--- src/rtl/soul_renderer_pkg.sv ---
// Shared types and constants for the soul renderer: FSM states, palette and
// the default battle-box geometry.
package soul_renderer_pkg;

  typedef enum logic [1:0] {
    ALIVE  = 2'd0,
    INVULN = 2'd1,
    DEAD   = 2'd2
  } soul_state_t;

  localparam logic [11:0] RED   = 12'hF00;
  localparam logic [11:0] WHITE = 12'hFFF;
  localparam logic [11:0] BLACK = 12'h000;

  localparam int DEF_BOX_X0    = 200;
  localparam int DEF_BOX_Y0    = 240;
  localparam int DEF_BOX_X1    = 439;
  localparam int DEF_BOX_Y1    = 399;
  localparam int DEF_BORDER    = 4;
  localparam int DEF_SOUL_SIZE = 16;

endpackage

--- src/rtl/soul_sprite_rom.sv ---
// 16x16 1-bit heart bitmap; column 0 is the leftmost pixel (MSB of each row).
module soul_sprite_rom (
  input  logic [3:0] row,
  input  logic [3:0] col,
  output logic       pixel
);

  logic [15:0] row_bits;

  always_comb begin
    // NOTE: every combinational output gets a value on every path (here via
    // the default arm) so no latch is inferred.
    case (row)
      4'd1:    row_bits = 16'h3C3C;
      4'd2:    row_bits = 16'h7E7E;
      4'd3:    row_bits = 16'hFFFF;
      4'd4:    row_bits = 16'hFFFF;
      4'd5:    row_bits = 16'hFFFF;
      4'd6:    row_bits = 16'hFFFF;
      4'd7:    row_bits = 16'h7FFE;
      4'd8:    row_bits = 16'h3FFC;
      4'd9:    row_bits = 16'h1FF8;
      4'd10:   row_bits = 16'h0FF0;
      4'd11:   row_bits = 16'h07E0;
      4'd12:   row_bits = 16'h03C0;
      4'd13:   row_bits = 16'h0180;
      default: row_bits = 16'h0000;
    endcase
    pixel = row_bits[4'd15 - col];
  end

endmodule

--- src/rtl/soul_renderer.sv ---
// Player soul: button-driven movement inside the battle box, HP / i-frame FSM,
// and a registered pixel layer drawing the soul sprite over the box border.
module soul_renderer
  import soul_renderer_pkg::*;
#(
  parameter int BOX_X0    = DEF_BOX_X0,
  parameter int BOX_Y0    = DEF_BOX_Y0,
  parameter int BOX_X1    = DEF_BOX_X1,
  parameter int BOX_Y1    = DEF_BOX_Y1,
  parameter int BORDER    = DEF_BORDER,
  parameter int SOUL_SIZE = DEF_SOUL_SIZE,
  parameter int STEP      = 2,
  parameter int HP_MAX    = 20,
  parameter int DMG       = 4,
  parameter int IFRAMES   = 60
) (
  input  logic        clk,
  input  logic        reset,
  input  logic        i_pix_stb,
  input  logic [15:0] x,
  input  logic [15:0] y,
  input  logic        animate,
  input  logic        btn_up,
  input  logic        btn_down,
  input  logic        btn_left,
  input  logic        btn_right,
  input  logic        hit,
  input  logic        restart,
  output logic [11:0] rgb,
  output logic [15:0] soul_x,
  output logic [15:0] soul_y,
  output logic [7:0]  hp,
  output logic        dead
);

  localparam logic [15:0] XMIN  = 16'(BOX_X0 + BORDER);
  localparam logic [15:0] XMAX  = 16'(BOX_X1 - BORDER - SOUL_SIZE + 1);
  localparam logic [15:0] YMIN  = 16'(BOX_Y0 + BORDER);
  localparam logic [15:0] YMAX  = 16'(BOX_Y1 - BORDER - SOUL_SIZE + 1);
  localparam logic [15:0] XC    = 16'((BOX_X0 + BORDER + BOX_X1 - BORDER - SOUL_SIZE + 1) / 2);
  localparam logic [15:0] YC    = 16'((BOX_Y0 + BORDER + BOX_Y1 - BORDER - SOUL_SIZE + 1) / 2);
  localparam logic [15:0] STP   = 16'(STEP);
  localparam logic [15:0] SZ    = 16'(SOUL_SIZE);
  localparam logic [15:0] IFR0  = 16'(IFRAMES);
  localparam logic [7:0]  HP0   = 8'(HP_MAX);
  localparam logic [7:0]  DMG8  = 8'(DMG);
  localparam logic [15:0] OX0   = 16'(BOX_X0);
  localparam logic [15:0] OY0   = 16'(BOX_Y0);
  localparam logic [15:0] OX1   = 16'(BOX_X1);
  localparam logic [15:0] OY1   = 16'(BOX_Y1);
  localparam logic [15:0] IX0   = 16'(BOX_X0 + BORDER);
  localparam logic [15:0] IY0   = 16'(BOX_Y0 + BORDER);
  localparam logic [15:0] IX1   = 16'(BOX_X1 - BORDER);
  localparam logic [15:0] IY1   = 16'(BOX_Y1 - BORDER);

  soul_state_t state;
  logic [15:0] iframe_cnt;
  logic        tick;
  logic [15:0] next_x, next_y;
  logic [7:0]  hp_hit;

  // animate spans several clk cycles; the pixel strobe picks exactly one of them.
  assign tick   = animate & i_pix_stb;
  assign hp_hit = (hp > DMG8) ? hp - DMG8 : 8'd0;

  // Saturating moves: compare against the bound before stepping so nothing wraps.
  always_comb begin
    next_x = soul_x;
    next_y = soul_y;
    if (btn_left && !btn_right)
      next_x = (soul_x >= XMIN + STP) ? soul_x - STP : XMIN;
    else if (btn_right && !btn_left)
      next_x = (soul_x >= XMAX - STP) ? XMAX : soul_x + STP;
    if (btn_up && !btn_down)
      next_y = (soul_y >= YMIN + STP) ? soul_y - STP : YMIN;
    else if (btn_down && !btn_up)
      next_y = (soul_y >= YMAX - STP) ? YMAX : soul_y + STP;
  end

  always_ff @(posedge clk) begin
    // NOTE: state registers use non-blocking assignments so every register
    // samples the pre-edge values regardless of statement order.
    if (reset || restart) begin
      state      <= ALIVE;
      hp         <= HP0;
      iframe_cnt <= '0;
      soul_x     <= XC;
      soul_y     <= YC;
      dead       <= 1'b0;
    end else begin
      case (state)
        ALIVE: begin
          if (tick) begin
            soul_x <= next_x;
            soul_y <= next_y;
          end
          if (hit) begin
            hp <= hp_hit;
            if (hp_hit == 8'd0) begin
              state <= DEAD;
              dead  <= 1'b1;
            end else begin
              state      <= INVULN;
              iframe_cnt <= IFR0;
            end
          end
        end
        INVULN: begin
          if (tick) begin
            soul_x <= next_x;
            soul_y <= next_y;
            if (iframe_cnt == 16'd1) begin
              state      <= ALIVE;
              iframe_cnt <= '0;
            end else begin
              iframe_cnt <= iframe_cnt - 16'd1;
            end
          end
        end
        DEAD: ;
        default: state <= ALIVE;
      endcase
    end
  end

  logic [15:0] dx, dy;
  logic        in_soul, visible, sprite_bit, in_outer, in_inner;

  // Unsigned differences: pixels left of / above the soul wrap to large values.
  assign dx       = x - soul_x;
  assign dy       = y - soul_y;
  assign in_soul  = (dx < SZ) && (dy < SZ);
  assign visible  = (state == ALIVE) || ((state == INVULN) && !iframe_cnt[2]);
  assign in_outer = (x >= OX0) && (x <= OX1) && (y >= OY0) && (y <= OY1);
  assign in_inner = (x >= IX0) && (x <= IX1) && (y >= IY0) && (y <= IY1);

  soul_sprite_rom u_sprite (
    .row   (dy[3:0]),
    .col   (dx[3:0]),
    .pixel (sprite_bit)
  );

  always_ff @(posedge clk) begin
    if (reset)
      rgb <= BLACK;
    else if (visible && in_soul && sprite_bit)
      rgb <= RED;
    else if (in_outer && !in_inner)
      rgb <= WHITE;
    else
      rgb <= BLACK;
  end

endmodule

--- config.mk ---
export PLATFORM = sky130hd
export DESIGN_NAME = soul_renderer
export DESIGN_NICKNAME = d
export VERILOG_FILES = /design/src/rtl/soul_renderer_pkg.sv /design/src/rtl/soul_sprite_rom.sv /design/src/rtl/soul_renderer.sv
export SDC_FILE = /design/constraint.sdc
export NUM_CORES = 1
export LEC_CHECK = 0
export ABC_AREA = 1
export CAP_MARGIN = 40
export CORE_ASPECT_RATIO = 1.2
export CORE_UTILIZATION = 56
export CTS_BUF_LIST = sky130_fd_sc_hd__clkbuf_4
export DETAILED_ROUTE_END_ITERATION = 12
export PLACE_DENSITY = 0.82
export SYNTH_ARGS = -nofsm -noshare
export SYNTH_HDL_FRONTEND = slang
export SYNTH_SLANG_ARGS = --single-unit
--- constraint.sdc ---
create_clock -name clk -period 5.6 [get_ports clk]
set_clock_uncertainty 0.2 [all_clocks]
set_input_delay 1.4 -clock clk [delete_from_list [all_inputs] [get_ports clk]]
set_output_delay 1.4 -clock clk [all_outputs]
set_load 0.03 [all_outputs]
Yosys cells after proc, flatten, opt, wreduce, memory -nomap -nowiden
Memory sizes are Yosys's and may differ from the RTL's.
Cells that the tools add are included.
Operators by class
  add/subtract/negate cells: 9
  $lt $le $gt $ge: 16
  equal/unequal tests: 7
  multiplexer cells: 23
  bitwise operators: 2
  reduce and logical (&&, ||, !) cells: 36
Operator list (count)
  $mux W16: 12
  $ge A16 B8 Y1 const B: 6
  $le A16 B9 Y1 const B: 4
  $add A16 B2 Y16 const B: 2
  $ge A16 B9 Y1 const B: 2
  $lt A16 B5 Y1 const B: 2
  $pmux W16 S2: 1
  $sub A16 B16 Y16: 2
  $sub A16 B2 Y16 const B: 2
  $mux W12: 2
  $eq A16 B1 Y1 const B: 1
  $sub A16 B1 Y16 const B: 1
  $logic_and A1 B1 Y1: 15
  $reduce_and A3 Y1: 3
  $gt A8 B3 Y1 const B: 1
  $logic_not A8 Y1: 1
  $mux W2: 4
  $mux W8: 1
  $ne A2 B2 Y1 const B: 4
  $reduce_and A4 Y1: 2
  $sub A8 B3 Y8 const B: 1
  $logic_not A1 Y1: 6
  $pmux W2 S3: 1
  $reduce_bool A2 Y1: 3
  other kinds (12): 14
Word-level totals
  flip-flop bits (word level): 71
  ROM bits: 256
  logic and storage cells: 102
  memories: 1
Memory list
  (no name shown): depth 16, bits a word 16, read ports 1, clocked after Yosys merged registers in 0, write ports 0, line soul_sprite_rom.sv:13  | case (row)

Longest topological paths before layout
  word-level depth: 8
  gate-level depth with buffers: 18
  depth with buffers taken out: 17

Modules after synthesis
Synthesis repeated with hierarchy kept, for this count alone.
Unflattened totals
  cell total of the unflattened synthesis: 1076
  area, all modules: 6296.0 um^2
By module, submodules not included
  soul_renderer: times used 1, cells an instance 1025, area each 6079.6 um^2, sequential area each 1181.1 um^2
  soul_sprite_rom: times used 1, cells an instance 51, area each 216.5 um^2, sequential area each 0.0 um^2

Worst setup path after synthesis
No wires, ideal clock.
  kind: input-to-reg
  from: input port x[1]
  to: register rgb[6]
  library setup time: 0.125 ns
  arrival time: 2.892 ns
  required time: 5.275 ns
  setup slack: 2.383 ns
  cell stages on the path: 16
  cells stage by stage: inv_1 fa_1 inv_1 nand2_1 nand2_1 nand2_1 nand3_1 nand2_1 nand2_1 nand3_1 nand2_1 nand3_1 nor2_1 nand2_1 nor2_1 a21oi_1
On the way
  longest elaborated chain between the ends: 7
  elaborated cells between the ends (all ways): 22
  those cells by class: add/sub (2); order compare (5); mux (3); reduce/logical (12)
Ends and longest elaborated chain
  from (decl): line soul_renderer.sv:20  | input logic [15:0] x,
  parallel branches: the longest is 7 deep, another holds $sub A16 B16 Y16
  to (signal assigned): line soul_renderer.sv:147  | rgb <= RED;
  to (signal assigned): line soul_renderer.sv:149  | rgb <= WHITE;
  to (signal assigned): line soul_renderer.sv:151  | rgb <= BLACK;
  to (decl): line soul_renderer.sv:29  | output logic [11:0] rgb,
Parallel ways; which one is timed is not known. The select of a mux whose other input is x is not followed.
A chain may end at the register's enable or synchronous reset.

Worst setup path after layout
Same ends and word-level chain as after synthesis.

==> flow_summary.json <==
{
  "async_flop_share_pct": 0,
  "port_buffers": 92,
  "worst-path-buf-inv": 3,
  "whs_path_depth": 2,
  "start_util_pct": 58.6,
  "synth-compound-area-share_pct": 15.6,
  "peakVddDrop_mv": 0.146,
  "clockPowerShare_pct": 29.7,
  "p_leak_nw": 3.58,
  "fin_tns_setup_ns": 0,
  "relSlewSlack_pct": 56.3,
  "vias_per_cell": 5.36,
  "synth-main-ff-cell": "dfxtp_1",
  "layout_common_cells": "nand2_1, inv_1, nor2_1",
  "swShare_pct": 37.9,
  "drt_wl_total_um": 17200,
  "dpl.hpwl_um": 13700,
  "holdBufCountCts": 0,
  "comb_power_share_pct": 34.5,
  "track_usage_pct": 30.6,
  "rsz0062_at_grt": "no",
  "cp_top_family": "simple AND/OR/NAND/NOR gates",
  "insertedDiodeCount": 0,
  "critPathMaxFanout": 6,
  "clk_latency_ns": 0.43,
  "period_needed_ns": 3.52,
  "syn-cell-area_um2": 6250,
  "path_clk_slew_ns": 0.12,
  "reg2reg_from": "soul_y[1]",
  "syn_avg_cell_area_um2": 5.89,
  "whs_ns": 0.273,
  "placeableCoreArea_um2": 10700,
  "power_frac_seq_pct": 35.8,
  "die_x_um": 98.4,
  "setup_viol": 0,
  "final_hold_viol_count": 0,
  "fin_cells": 1277,
  "route.detailed.drc": 1,
  "hold_class": "reg -> reg",
  "area_growth_pct": 18.5,
  "synth_edf_count": 0,
  "syn_inst": 1060,
  "ys_ff_latch": 59,
  "cts_tree": "done",
  "post_cts_buffers": 0,
  "h-tree-depth": 3,
  "grt_pass1_wl_um": 29100,
  "worst_slew_pin_slew_ns": 0.651,
  "nets": 1227,
  "synth_top_family_by_area": "simple AND/OR/NAND/NOR gates",
  "cp.arrival_ns": 3.63,
  "fin_crit_sh_pct": 62.9,
  "yosysSeqAreaShare_pct": 18.9,
  "p_per_area_nw_per_um2": 170,
  "status": "complete, but fails checks",
  "min-delay-start": "dead",
  "switchingPower_uw": 475,
  "wl_per_cell_um": 13.5,
  "criticalPathCategory": "in -> reg",
  "path_cells": "clkdlybuf4s50_1 > inv_1 > fa_1 > inv_1 > nand2_1 > nand2_1 > nand2_1 > nand3_1 > nand2_1 > nand2_1 > nand3_1 > nand2_1 > nand3_1 > nor2_1 > nand2_1 > nor2_1 > a21oi_1",
  "critPathMostFrequentCell": "nand2_1",
  "cts_resized": 0,
  "internal-power_uw": 780,
  "slowest_delay_ns": 0.49,
  "grt_max_degree": 24,
  "clock_sinks": 59,
  "timing.rr.end": "rgb[6]",
  "startpoint_type": "input pin",
  "ys_warn_count": 0,
  "ctsRootBufferMaster": "clkbuf_4",
  "critPathRequiredTime_ns": 5.70,
  "routabilityCongestion": 0.927,
  "rows": 41,
  "synth-simple-area-share_pct": 37.5,
  "cap_violations": 0,
  "slew_violations": 0,
  "reg2reg_depth": 12,
  "num_vias": 6849,
  "synthDistinctLibCells": 48,
  "cp-end-kind": "flip-flop",
  "synth-adder-area-share_pct": 8.65,
  "violations": "DRC",
  "fin_util_pct": 69.4,
  "grt_pass1_vias": 6229,
  "drive_above_1_share_pct": 4.88,
  "clock.fmax_mhz": 284,
  "mostFrequentLayoutCell": "nand2_1",
  "overflow": 0,
  "rrSetupSlack_ns": 2.92,
  "die-area_um2": 11600,
  "cts_buffers": 9,
  "num_io_pins": 95,
  "die_height_um": 118,
  "antenna_found_initial": 0,
  "drtIter0Drc": 366,
  "cts_buffer_depth": 2,
  "muxShareOfSynthArea_pct": 0,
  "hold_path_end": "dead",
  "synth-xor-area-share_pct": 6.17,
  "firstDrtPassIters": 12,
  "place_inst": 1261,
  "cp_slowest_cell": "clkdlybuf4s50_1",
  "ant_nets": 0
}
[per-layer routing]
layer | global-route usage [%] | wire (um) | part of all wire, % | up-vias
li1 | - | - | - | 3583
met4 | 10.2 | 393 | 2.3 | 0
met3 | 3.86 | 974 | 5.7 | 31
met1 | 39.5 | 7520 | 44 | 3027
met2 | 52.4 | 8340 | 48 | 208
met5 | 0 | 0 | 0 | -
[worst min-delay path, cell delays in order (launching register included)]
cell     delay (ns)
dfxtp_1        0.33
inv_1          0.05
a21oi_1        0.05
[logic make-up after synthesis]
logic type / count (synthesis)
AOI/OAI and AO/OA: 167
buffers and inverters: 201
adders and majority gates: 42
xor gates and xnor gates: 44
and+or+nand+nor: 545
DFF: 59
other: 2
[synthesized netlist by cell type (2+ instances only)]
| cell | number | area, um^2 |
|---|---|---|
| nor4_2 | 3 | 37.5 |
| dfxtp_1 | 59 | 1180 |
| nor3_1 | 21 | 105 |
| nand3b_1 | 5 | 37.5 |
| o31ai_1 | 4 | 30.0 |
| inv_1 | 166 | 623 |
| o21ai_0 | 53 | 265 |
| buf_6 | 2 | 22.5 |
| nand3_1 | 71 | 355 |
| a21oi_1 | 64 | 320 |
| nor4_1 | 5 | 31.3 |
| nand4_1 | 16 | 100 |
| nor3_2 | 4 | 40.0 |
| o21bai_1 | 5 | 37.5 |
| fa_1 | 2 | 40.0 |
| nor2_1 | 123 | 462 |
| a211oi_1 | 12 | 90.1 |
| o221ai_1 | 3 | 26.3 |
| nand2_2 | 4 | 25.0 |
| ha_1 | 40 | 500 |
| o2111ai_1 | 3 | 26.3 |
| nand2_1 | 282 | 1060 |
| xor2_1 | 36 | 315 |
| a21oi_2 | 9 | 78.8 |
| clkbuf_1 | 11 | 41.3 |
| o211ai_1 | 5 | 37.5 |
| nor2_2 | 4 | 25.0 |
| inv_2 | 4 | 15.0 |
| o21ai_1 | 3 | 15.0 |
| conb_1 | 2 | 7.51 |
| xnor2_1 | 8 | 70.1 |
| buf_2 | 2 | 10.0 |
| clkinv_1 | 3 | 11.3 |
| buf_4 | 12 | 90.1 |
[power by group through the flow]
stage          Combinational (mW)  Clock [mW]  Sequential (mW)
3_3_place_gp                0.421           0            0.459
2_1_floorplan               0.297           0            0.467
6_report                    0.434       0.373            0.450
4_1_cts                     0.431       0.378            0.449
3_5_place_dp                0.428           0            0.459
5_1_grt                     0.490       0.397            0.452
[stage by stage]
stage                     power, mW  worst slack, ns  area (um^2)
after floorplan               0.765             2.38         6260
final                          1.26             2.08         7400
after global placement        0.880             1.73         7200
after CTS                      1.26             2.09         7400
after global routing           1.34             1.77         7400
after detailed placement      0.887             1.65         7240
[worst max-delay path by stage]
stage               start       to  slack [ns]  cells past startpoint
finish               x[1]   rgb[6]        2.08                     17
global route         x[1]  rgb[10]        1.77                     18
CTS                  x[1]   rgb[6]        2.09                     17
detailed placement   x[1]   rgb[6]        1.65                     17
global placement     x[1]   rgb[6]        1.73                     17
floorplan            x[1]   rgb[6]        2.38                     16
[sequential cells by signal (all words and copies together) (netlist names)]
| register | flops |
|---|---|
| hp | 8 |
| iframe_cnt | 16 |
| rgb | 2 |
| state | 2 |
| soul_y | 15 |
| soul_x | 15 |
| dead | 1 |
[area by class of cell]
cell class	count	area, um^2
Fill cell	1028	3270
Clock inverter	7	100
Timing Repair Buffer	98	986
Clock buffer	9	67.6
Tap cell	129	161
Multi-Input combinational cell	802	4260
Inverter	173	649
Sequential cell	59	1180
Power figures use the tool's default switching activity.
